<file path="src/rtl/ysyx_22050039_ifu.sv">
// rtl/ysyx_22050039_ifu.sv - instruction fetch unit: PC, one-outstanding memory read FSM, decoder handshake
// Optional misaligned-PC fault state enabled by defining YSYX_22050039_IFU_ALIGN_CHECK_EN.
module ysyx_22050039_ifu #(
  parameter int unsigned     XLEN     = 64,
  parameter int unsigned     INST_LEN = 32,
  parameter logic [XLEN-1:0] RESET_PC = 64'h8000_0000
) (
  input  logic                clk_i,
  input  logic                rst_i,
  output logic                req_valid_o,
  output logic [XLEN-1:0]     req_addr_o,
  input  logic                req_ready_i,
  input  logic                resp_valid_i,
  input  logic [XLEN-1:0]     resp_data_i,
  output logic [INST_LEN-1:0] inst_o,
  output logic [XLEN-1:0]     inst_pc_o,
  output logic                inst_valid_o,
  input  logic                inst_ready_i,
  input  logic                redirect_valid_i,
  input  logic [XLEN-1:0]     redirect_pc_i,
  output logic [XLEN-1:0]     fetch_count_o
`ifdef YSYX_22050039_IFU_ALIGN_CHECK_EN
  ,
  output logic                fetch_fault_o
`endif
);

  typedef enum logic [1:0] {
    S_REQ   = 2'd0,
    S_WAIT  = 2'd1,
    S_HOLD  = 2'd2
`ifdef YSYX_22050039_IFU_ALIGN_CHECK_EN
    ,
    S_FAULT = 2'd3
`endif
  } state_e;

  state_e              state_q;
  logic [XLEN-1:0]     pc_q;
  logic                flush_q;
  logic [INST_LEN-1:0] inst_q;
  logic [XLEN-1:0]     inst_pc_q;
  logic                inst_valid_q;
  logic [XLEN-1:0]     fetch_count_q;

  logic [XLEN-1:0]     pc_seq_d;
  logic [INST_LEN-1:0] word_d;
  logic                pc_misaligned;
  logic                req_fire;

`ifdef YSYX_22050039_IFU_ALIGN_CHECK_EN
  logic fault_q;
  assign pc_misaligned = |pc_q[1:0];
  assign fetch_fault_o = fault_q;
`else
  assign pc_misaligned = 1'b0;
`endif

  assign pc_seq_d    = pc_q + XLEN'(4);
  assign word_d      = pc_q[2] ? resp_data_i[2*INST_LEN-1:INST_LEN] : resp_data_i[INST_LEN-1:0];
  assign req_valid_o = !rst_i && (state_q == S_REQ) && !pc_misaligned;
  assign req_addr_o  = {pc_q[XLEN-1:3], 3'b000};
  assign req_fire    = req_valid_o && req_ready_i;

  assign inst_o        = inst_q;
  assign inst_pc_o     = inst_pc_q;
  assign inst_valid_o  = inst_valid_q;
  assign fetch_count_o = fetch_count_q;

  always_ff @(posedge clk_i) begin
    if (rst_i) begin
      state_q       <= S_REQ;
      pc_q          <= RESET_PC;
      flush_q       <= 1'b0;
      inst_q        <= '0;
      inst_pc_q     <= '0;
      inst_valid_q  <= 1'b0;
      fetch_count_q <= '0;
`ifdef YSYX_22050039_IFU_ALIGN_CHECK_EN
      fault_q       <= 1'b0;
`endif
    end else begin
      case (state_q)
        S_REQ: begin
          if (redirect_valid_i) pc_q <= redirect_pc_i;
          // An issued request whose PC was redirected in the same cycle must be drained, not used.
          if (req_fire) begin
            state_q <= S_WAIT;
            flush_q <= redirect_valid_i;
          end
`ifdef YSYX_22050039_IFU_ALIGN_CHECK_EN
          else if (pc_misaligned && !redirect_valid_i) begin
            state_q <= S_FAULT;
            fault_q <= 1'b1;
          end
`endif
        end
        S_WAIT: begin
          if (redirect_valid_i) pc_q <= redirect_pc_i;
          if (resp_valid_i) begin
            flush_q <= 1'b0;
            if (flush_q || redirect_valid_i) begin
              state_q <= S_REQ;
            end else begin
              inst_q       <= word_d;
              inst_pc_q    <= pc_q;
              inst_valid_q <= 1'b1;
              state_q      <= S_HOLD;
            end
          end else if (redirect_valid_i) begin
            flush_q <= 1'b1;
          end
        end
        S_HOLD: begin
          if (inst_ready_i) fetch_count_q <= fetch_count_q + XLEN'(1);
          if (inst_ready_i || redirect_valid_i) begin
            inst_valid_q <= 1'b0;
            state_q      <= S_REQ;
          end
          if (redirect_valid_i) pc_q <= redirect_pc_i;
          else if (inst_ready_i) pc_q <= pc_seq_d;
        end
`ifdef YSYX_22050039_IFU_ALIGN_CHECK_EN
        S_FAULT: begin
          if (redirect_valid_i) begin
            pc_q    <= redirect_pc_i;
            fault_q <= 1'b0;
            state_q <= S_REQ;
          end
        end
`endif
        default: state_q <= S_REQ;
      endcase
    end
  end

endmodule
</file>
<file path="config.mk">
export PLATFORM = sky130hd
export DESIGN_NAME = ysyx_22050039_ifu
export DESIGN_NICKNAME = d
export VERILOG_FILES = /design/src/rtl/ysyx_22050039_ifu.sv
export SDC_FILE = /design/constraint.sdc
export NUM_CORES = 1
export LEC_CHECK = 0
export ABC_CLOCK_PERIOD_IN_PS = 5060
export CORE_ASPECT_RATIO = 0.6
export CORE_MARGIN = 1
export CORE_UTILIZATION = 40
export DETAILED_ROUTE_END_ITERATION = 6
export GPL_TIMING_DRIVEN = 0
export PLACE_DENSITY = 0.72
export SETUP_SLACK_MARGIN = 0.15
export SLEW_MARGIN = 15
export SYNTH_ARGS = -nofsm -noshare
export SYNTH_HDL_FRONTEND = slang
export SYNTH_SLANG_ARGS = --single-unit
</file>
<file path="constraint.sdc">
create_clock -name clk_i -period 5.06 [get_ports clk_i]
set_input_delay 1.012 -clock clk_i [delete_from_list [all_inputs] [get_ports clk_i]]
set_output_delay 1.012 -clock clk_i [all_outputs]
set_load 0.05 [all_outputs]
</file>
## Word-level counts from Yosys, hierarchy flattened

Index checks and enable logic that the tools add are counted.

- Bits in registers: 228
- Latch bits: 0
- RAM bits: 0
- Bits in read-only memories: 0
- Bits of input ports: 134
- Output and inout port bits: 226
- Memories kept: 0

- Add/subtract/negate cells: 2
- Multipliers: 0
- Div/mod/pow operators: 0
- Magnitude comparators: 0
- Equality and inequality tests: 9
- Shifts and indexed selects: 0
- Mux-type cells: 18
- Bitwise gates (word level): 1
- Reductions and logical operators: 16

Operators by type and width:

| operator | number |
|---|---|
| two-way mux 64 bit | 3 |
| case mux 64 bit (2 select lines) | 1 |
| adder 64 x 1 -> 64 bit (second input constant) | 1 |
| adder 64 x 3 -> 64 bit (second input constant) | 1 |
| two-way mux 32 bit | 1 |
| AND reduction 3 bit | 4 |
| two-way mux 2 bit | 4 |
| != test 2 bit (second input constant) | 4 |
| two-way mux 1 bit | 6 |
| != test 3 bit (second input constant) | 2 |
| case mux 2 bit (3 select lines) | 1 |
| nonzero test 2 bit | 3 |
| case mux 1 bit (2 select lines) | 2 |
| AND reduction 4 bit | 1 |
| == test 2 x 1 -> 1 bit (second input constant) | 1 |
| == test 2 bit (second input constant) | 1 |
| logical AND 1 bit | 2 |
| logical NOT 2 bit | 1 |
| logical OR 1 bit | 2 |
| != test 2 x 1 -> 1 bit (second input constant) | 1 |
| AND reduction 2 bit | 1 |
| OR reduction 2 bit | 1 |
| logical NOT 1 bit | 1 |
| NOT 1 bit | 1 |

## Longest topological paths before layout

Gate-level depths: netlist (run 1).

- Depth after elaboration: 5
- Depth in mapped cells: 8

## Worst setup path after synthesis (run 1)

No wires, ideal clock.

- Kind: input to output
- From: input rst_i
- To: output req_valid_o
- Data arrival time: 2.645 ns
- Required time: 4.048 ns
- Path slack: 1.403 ns
- Stages: 4
- Path buffers: 3
- Cell sequence: clkbuf_1 > clkbuf_1 > clkbuf_1 > nor3_1

- Longest elaborated chain between the ends: 2

Ends and longest elaborated chain:

| item | line | RTL |
|---|---|---|
| start: declaration | 9 | `input logic rst_i,` |
| logical NOT 1 bit | 61 | `assign req_valid_o = !rst_i && (state_q == S_REQ) && !pc_misaligned;` |
| logical AND 1 bit | 61 |  |
| end: declaration | 10 | `output logic req_valid_o,` |

Every way passes these cells.

## Final worst setup path (run 1)

Ends and elaborated chain as after synthesis.

==> flow_metrics.env, run 1 <==
export IMPL_syn_avg_cell_area_um2=7.752
export IMPL_cp_data_arrival_time_ns=3.76
export IMPL_cts_clk_slew_worst_paths_ns=0.06
export IMPL_power_sequential_fraction=0.425
export IMPL_areaGrowthSynthToFinish_pct=41.78
export IMPL_grt_max_degree=14
export IMPL_report_final_setup_viol=0
export IMPL_synth_warning_count=0
export IMPL_synthFlopType="sky130_fd_sc_hd__dfxtp_1"
export IMPL_stdcell_count=2272
export IMPL_period_minus_slack_ns=4.773
export IMPL_cts_root_to_sink_buffers=3
export IMPL_slew_viol_final=0
export IMPL_finClkSkew_ns=0.03072
export IMPL_initial_utilization=0.4142
export IMPL_slowest_cell_on_the_critical_path="sky130_fd_sc_hd__clkdlybuf4s50_1"
export IMPL_grtUsageTotal=0.3401
export IMPL_placeableCoreArea_um2=28110
export IMPL_clk_latency_ns=0.56
export IMPL_fraction_of_the_cycle_the_final_worst_path_needs=0.9433
export IMPL_postSynthCellCount=1502
export IMPL_vias_after_detailed_routing=13608
export IMPL_power_static_leakage_uw=0.005409
export IMPL_yosys_register_bits=228
export IMPL_cellInternalPower_uw=3231
export IMPL_mostFrequentLayoutCell="sky130_fd_sc_hd__clkdlybuf4s50_1"
export IMPL_report_final_hold_viol_count=0
export IMPL_combinationalPowerShare=0.162
export IMPL_worstSetupPathDepth=6
export IMPL_synth_sequential_area_ratio=0.3920
export IMPL_totalNegativeSetupSlack_ns=0
export IMPL_first_global_vias=12823
export IMPL_powerDensity_nw_per_um2=274.8
export IMPL_floorplan_die_height_um=134.2
export IMPL_net_switching_power_uw=1305
export IMPL_ff2ff_path_depth=7
export IMPL_cp_num_buf_inv=5
export IMPL_holdCritPathClass="flop to flop"
export IMPL_tritoncts="done"
export IMPL_critical_path_top_delay_family="buffers and inverters"
export IMPL_clock_tree_root_cell="sky130_fd_sc_hd__clkbuf_16"
export IMPL_post_route_drc_count=0
export IMPL_max_cap_viol_count=0
export IMPL_highest_count_cells_in_the_layout_ignoring_fill_and_taps="sky130_fd_sc_hd__clkdlybuf4s50_1 (356), sky130_fd_sc_hd__nand2_1 (242), sky130_fd_sc_hd__dfxtp_1 (228), sky130_fd_sc_hd__a21oi_1 (145), sky130_fd_sc_hd__nor2_1 (107)"
export IMPL_ir_drop_v=0.0002528
export IMPL_route_detailed_wl_per_inst_um=23.13
export IMPL_status="finished, final reports clean"
export IMPL_drive_above_1_share=0.06730
export IMPL_routabilityCongestion=1.036
export IMPL_io_buffers=356
export IMPL_total_power_uw=4536
export IMPL_slew_headroom=0.1867
export IMPL_antenna_violations_before_repair=3
export IMPL_critical_path_cell_chain="clkdlybuf4s50_1, clkbuf_2, clkbuf_2, clkbuf_2, nor3_1, clkdlybuf4s50_1"
export IMPL_drt_first_pass_iters=6
export IMPL_timing_critical_path_required_ns=4.05
export IMPL_numClockSinks=228
export IMPL_synth_edf_count=0
export IMPL_layout_nets=2022
export IMPL_synth_distinct_cells=65
export IMPL_die_x_extent_um=222.3
export IMPL_detailedPlacementHpwl_mm=39.64
export IMPL_grt_first_pass_wirelength_mm=77.55
export IMPL_kind_of_start_point_of_the_critical_path="primary input"
export IMPL_grt_ovfl_total=0
export IMPL_cp_end_kind="output pin"
export IMPL_worst_pin_slew_ns=1.211
export IMPL_detail_route_antenna_nets=0
export IMPL_synth_cell_area_um2=11640
export IMPL_drt_iter0_markers=1506
export IMPL_cp_slowest_stage_delay_ns=0.88
export IMPL_critPathMaxFanout=10
export IMPL_cts_made_buffers=24
export IMPL_critPathMostFrequentCell="sky130_fd_sc_hd__clkbuf_2"
export IMPL_final_core_utilization=0.5873
export IMPL_placed_area_um2=15670
export IMPL_area_enclosed_by_the_die_boundary_um2=29820
export IMPL_netSwitchingFraction=0.2877
export IMPL_clockPowerShare=0.413
export IMPL_grt_setup_unrepaired="no"
export IMPL_max_clock_freq_mhz=209.5
export IMPL_final_design_area_no_fill_um2=16510
export IMPL_cts_htree_levels=1
export IMPL_dp_cells=2227
export IMPL_postCtsSetupBuffers=0
export IMPL_timing_setup_critical_path_class="primary input to output pin"
export IMPL_ffs_w_async_s_r_synth=0
export IMPL_postRouteWirelength_mm=52.55
export IMPL_ioPinCount=360
export IMPL_vias_per_cell=5.989
export IMPL_holdPathStages=2
export IMPL_num_rows=47
worst register-to-register path, cell delays in order (launching register included):
cell	delay (ns)
sky130_fd_sc_hd__dfxtp_1	0.32
sky130_fd_sc_hd__clkbuf_1	0.24
sky130_fd_sc_hd__nor3b_2	0.69
sky130_fd_sc_hd__clkbuf_1	0.68
sky130_fd_sc_hd__clkbuf_1	0.62
sky130_fd_sc_hd__buf_1	0.63
sky130_fd_sc_hd__o311ai_0	0.30
sky130_fd_sc_hd__a31oi_1	0.22
routing by layer:
| metal | track usage | routed length, µm | vias to the layer above |
|---|---|---|---|
| li1 | - | - | 6190 |
| met1 | 0.4774 | 22970 | 6457 |
| met2 | 0.4894 | 21390 | 868 |
| met3 | 0.1163 | 6744 | 93 |
| met4 | 0.09645 | 1443 | 0 |
| met5 | 0 | 0 | - |
power by group through the flow:
stage               Combinational (µW)  Sequential [µW]  Clock (µW)
global route                       768             1930        1960
detailed placement                 723             1960           0
global placement                   718             1960           0
floorplan                          358             1990           0
CTS                                726             1920        1890
finish                             736             1930        1870
sequential cells by signal, indices dropped and copies added, names as in the netlist:
signal and cells:
inst_valid_o 1, flush_q 1, pc_q 64, fetch_count_o 64, state_q 2, inst_pc_o 64, inst_o 32
logic make-up (layout without fill, tap and decap cells):
| logic type | Yosys count | after routing | share of synthesized area |
|---|---|---|---|
| muxes | 35 | 35 | 0.03030 |
| buffers and inverters | 199 | 597 | 0.08575 |
| other | 1 | 6 | 0.0003221 |
| AOI/OAI and AO/OA | 363 | 363 | 0.1940 |
| adders and majority gates | 2 | 2 | 0.002149 |
| xor gates and xnor gates | 23 | 23 | 0.01730 |
| and+or+nand+nor | 651 | 651 | 0.2782 |
| DFF | 228 | 228 | 0.3920 |
synthesized netlist by cell type (21+ instances only):
| cell | n | area [µm²] |
|---|---|---|
| sky130_fd_sc_hd__clkbuf_1 | 99 | 371.6 |
| sky130_fd_sc_hd__a211oi_1 | 38 | 285.3 |
| sky130_fd_sc_hd__inv_1 | 21 | 78.83 |
| sky130_fd_sc_hd__a31oi_1 | 21 | 131.4 |
| sky130_fd_sc_hd__nand4_1 | 62 | 387.9 |
| sky130_fd_sc_hd__nor3_1 | 33 | 165.2 |
| sky130_fd_sc_hd__o21ai_0 | 53 | 265.3 |
| sky130_fd_sc_hd__buf_4 | 64 | 480.5 |
| sky130_fd_sc_hd__dfxtp_1 | 228 | 4564 |
| sky130_fd_sc_hd__a21oi_1 | 146 | 730.7 |
| sky130_fd_sc_hd__mux2i_1 | 33 | 330.3 |
| sky130_fd_sc_hd__or3_1 | 22 | 137.6 |
| sky130_fd_sc_hd__nor2_1 | 107 | 401.6 |
| sky130_fd_sc_hd__or4_1 | 39 | 292.8 |
| sky130_fd_sc_hd__nand3_1 | 51 | 255.2 |
| sky130_fd_sc_hd__nand2_1 | 242 | 908.4 |
| sky130_fd_sc_hd__and3_1 | 22 | 137.6 |
| sky130_fd_sc_hd__o31ai_1 | 28 | 210.2 |
final timing paths:
path                              start                          to  slack, ns
max                               rst_i                 req_valid_o       0.29
min          inst_pc_o[56]$_SDFFE_PP0P_  inst_pc_o[56]$_SDFFE_PP0P_       0.45
max reg2reg     state_q[0]$_SDFFE_PP0P_       pc_q[61]$_SDFFE_PP0P_       1.29
min reg2reg  inst_pc_o[56]$_SDFFE_PP0P_  inst_pc_o[56]$_SDFFE_PP0P_       0.45
area by class of cell:
class | instances | area (µm²)
Timing Repair Buffer | 356 | 3563
Buffer | 177 | 919.6
Clock buffer | 35 | 723.2
Inverter | 22 | 82.58
Multi-Input combinational cell | 1077 | 6097
Fill cell | 2628 | 11600
Antenna cell | 3 | 7.507
Tap cell | 367 | 459.2
Clock inverter | 7 | 91.34
Sequential cell | 228 | 4564
through the flow:
stage / hold slack, ns / setup slack [ns]
CTS: 0.4558 / 0.3407
global route: 0.4716 / 0.1843
global placement: 0.4423 / -0.4321
finish: 0.4510 / 0.2870
floorplan: 0.4322 / 1.403
detailed placement: 0.4466 / -0.3898
repair_timing:
| item | CTS | global route |
|---|---|---|
| gates resized for setup | 3 | 0 |
| hold buffers | 0 | 0 |
| setup endpoints to repair | 1 | 0 |
(Power assumes the default switching activity.)
==> run 2, diff against run 1 <==
PLACE_DENSITY = default   (was 0.72)
PLACE_DENSITY_LB_ADDON = 0.05   (was default)
==> flow_metrics.env, run 2 (same netlist as run 1, synthesis figures left out) <==
export IMPL_status="finished, final reports clean"
export IMPL_report_final_hold_viol_count=0
export IMPL_worst_hold_slack_ns=0.4535
export IMPL_antenna_violations_before_repair=1
export IMPL_slew_headroom=0.1731
export IMPL_drt_first_pass_iters=6
export IMPL_max_clock_freq_mhz=225.2
export IMPL_kind_of_start_point_of_the_critical_path="primary input"
export IMPL_post_place_ws_ns=-0.3923
export IMPL_ir_drop_v=0.0002892
export IMPL_power_sequential_fraction=0.411
export IMPL_vias_per_cell=5.915
export IMPL_die_x_extent_um=222.3
export IMPL_num_rows=47
export IMPL_highest_count_cells_in_the_layout_ignoring_fill_and_taps="sky130_fd_sc_hd__clkdlybuf4s50_1 (355), sky130_fd_sc_hd__nand2_1 (242), sky130_fd_sc_hd__dfxtp_1 (228), sky130_fd_sc_hd__a21oi_1 (146), sky130_fd_sc_hd__nor2_1 (107)"
export IMPL_placeableCoreArea_um2=28110
export IMPL_power_static_leakage_uw=0.005455
export IMPL_clk_latency_ns=0.56
export IMPL_initial_utilization=0.4142
export IMPL_met2_wirelength_mm=20.85
export IMPL_grt_setup_unrepaired="no"
export IMPL_cp_end_kind="flop"
export IMPL_multi_input_comb_area_um2=6088
export IMPL_layout_nets=2022
export IMPL_postRouteWirelength_mm=51.36
export IMPL_net_switching_power_uw=1312
export IMPL_cp_data_arrival_time_ns=4.88
export IMPL_combinationalPowerShare=0.156
export IMPL_grtUsageTotal=0.3328
export IMPL_finClkSkew_ns=0.03973
export IMPL_vias_after_detailed_routing=13438
export IMPL_detailedPlacementHpwl_mm=38.35
export IMPL_ctsHoldBuffers=0
export IMPL_route_detailed_wl_per_inst_um=22.60
export IMPL_period_minus_slack_ns=4.440
export IMPL_crit_path_end="pc_q[30]$_SDFFE_PP0P_"
export IMPL_critical_path_cell_chain="clkdlybuf4s50_1, clkbuf_1, nor3b_1, clkbuf_1, clkbuf_1, buf_1, o211ai_1, a31oi_1"
export IMPL_detail_route_wirelength_met1_mm=23.69
export IMPL_flop_to_flop_setup_slack_ns=1.18
export IMPL_area_enclosed_by_the_die_boundary_um2=29820
export IMPL_powerDensity_nw_per_um2=282.9
export IMPL_ff2ff_path_depth=7
export IMPL_clockPowerShare=0.433
export IMPL_ff_latch_area_um2=4564
export IMPL_cts_htree_levels=1
export IMPL_layout_setup_ws_ns=0.6198
export IMPL_max_cap_viol_count=0
export IMPL_routabilityCongestion=0.9926
export IMPL_stdcell_count=2272
export IMPL_slowest_cell_on_the_critical_path="sky130_fd_sc_hd__nor3b_1"
export IMPL_route_top_layer_used="met4"
export IMPL_timing_critical_path_required_ns=5.50
export IMPL_crit_reg2reg_capture="pc_q[30]$_SDFFE_PP0P_"
export IMPL_grt_first_pass_wirelength_mm=75.86
export IMPL_drive_above_1_share=0.06775
export IMPL_cp_slowest_stage_delay_ns=0.98
export IMPL_setup_worst_path_start="redirect_valid_i"
export IMPL_floorplan_die_height_um=134.2
export IMPL_cts_clk_slew_worst_paths_ns=0.06
export IMPL_cellInternalPower_uw=3375
export IMPL_detail_route_antenna_nets=0
export IMPL_critPathMaxFanout=10
export IMPL_critPathMostFrequentCell="sky130_fd_sc_hd__clkbuf_1"
export IMPL_report_final_setup_viol=0
export IMPL_worst_pin_slew_ns=1.240
export IMPL_clock_tree_root_cell="sky130_fd_sc_hd__clkbuf_16"
export IMPL_netSwitchingFraction=0.2799
export IMPL_slew_viol_final=0
export IMPL_holdCritPathClass="flop to flop"
export IMPL_post_route_drc_count=0
export IMPL_numClockSinks=228
export IMPL_dp_cells=2227
export IMPL_grt_ovfl_total=0
export IMPL_first_global_vias=12097
export IMPL_timing_rr_start="state_q[0]$_SDFFE_PP0P_"
export IMPL_areaGrowthSynthToFinish_pct=42.28
export IMPL_filler_cell_count=2674
export IMPL_timing_setup_critical_path_class="primary input to flop"
export IMPL_cts_made_buffers=24
export IMPL_fraction_of_the_cycle_the_final_worst_path_needs=0.8775
export IMPL_tritoncts="done"
export IMPL_grt_max_degree=15
export IMPL_detailroute_wirelength_met3_mm=5.718
export IMPL_drt_iter0_markers=1506
export IMPL_mostFrequentLayoutCell="sky130_fd_sc_hd__clkdlybuf4s50_1"
export IMPL_cts_root_to_sink_buffers=3
export IMPL_io_buffers=356
export IMPL_ioPinCount=360
==> run 2: changes by cell type in the layout (fill, tap and decap cells not counted), moves of 2 or more <==
| cell | before | now |
|---|---|---|
| sky130_fd_sc_hd__bufinv_16 | 2 | 6 |
| sky130_fd_sc_hd__clkbuf_8 | 6 | 2 |
| sky130_fd_sc_hd__clkinv_2 | 4 | 8 |
| sky130_fd_sc_hd__diode_2 | 3 | 1 |
==> run 2: what timing repair did <==
action | 4_1_cts | 5_1_grt
endpoints found under the setup margin | 1 | 1
resized for setup | 3 | 1
buffers inserted | 0 | 0
==> run 2: power by group through the flow <==
stage          Combinational [µW]  Sequential [µW]  Clock (µW)
6_report                      732             1930        2030
5_1_grt                       765             1930        2120
4_1_cts                       723             1920        2040
3_5_place_dp                  719             1960           0
3_3_place_gp                  716             1960           0
2_1_floorplan                 358             1990           0
==> run 2: stage by stage <==
step / util / TNS, ns / cell area (µm²) / total power (µW)
5_1_grt: 0.5894 / 0 / 16570 / 4815
6_report: 0.5894 / 0 / 16570 / 4687
2_1_floorplan: - / 0 / 11650 / 2351
3_5_place_dp: 0.5576 / -0.3923 / 15670 / 2680
4_1_cts: 0.5892 / 0 / 16560 / 4683
3_3_place_gp: 0.5576 / -0.3779 / 15670 / 2676
==> run 2: worst max-delay path, delay by kind of cell <==
kind	cells	cell delay, ns
AO/OA/AOI/OAI	2	0.46
AND/OR/NAND/NOR	1	0.98
buffers and inverters	5	2.41
==> run 2: worst min path at each step <==
stage                                       endpoint  cells after the start  slack [ns]                  startpoint
final                     inst_pc_o[43]$_SDFFE_PP0P_                      2        0.45  inst_pc_o[43]$_SDFFE_PP0P_
after global routing      inst_pc_o[16]$_SDFFE_PP0P_                      2        0.48  inst_pc_o[16]$_SDFFE_PP0P_
after CTS                 inst_pc_o[16]$_SDFFE_PP0P_                      2        0.46  inst_pc_o[16]$_SDFFE_PP0P_
after detailed placement  inst_pc_o[16]$_SDFFE_PP0P_                      2        0.45  inst_pc_o[16]$_SDFFE_PP0P_
after global placement    inst_pc_o[27]$_SDFFE_PP0P_                      2        0.44  inst_pc_o[27]$_SDFFE_PP0P_
after floorplan            inst_pc_o[0]$_SDFFE_PP0P_                      2        0.43        pc_q[0]$_SDFFE_PP0P_
==> run 2: final cells by class <==
type,instances,area share
plain buffers,177,0.05551
multi-input cells,1077,0.3675
clock buffers,30,0.04010
clock inverters,14,0.01329
flip-flops and latches,228,0.2755
well taps,367,0.02772
repair buffers,356,0.2152
inverters,22,0.004985
diodes,1,0.0001510
==> run 2: per-layer routing <==
layer	track usage	up-vias
li1	-	6181
met1	0.4974	6370
met2	0.4706	821
met3	0.08346	66
met4	0.07986	0
met5	0	-
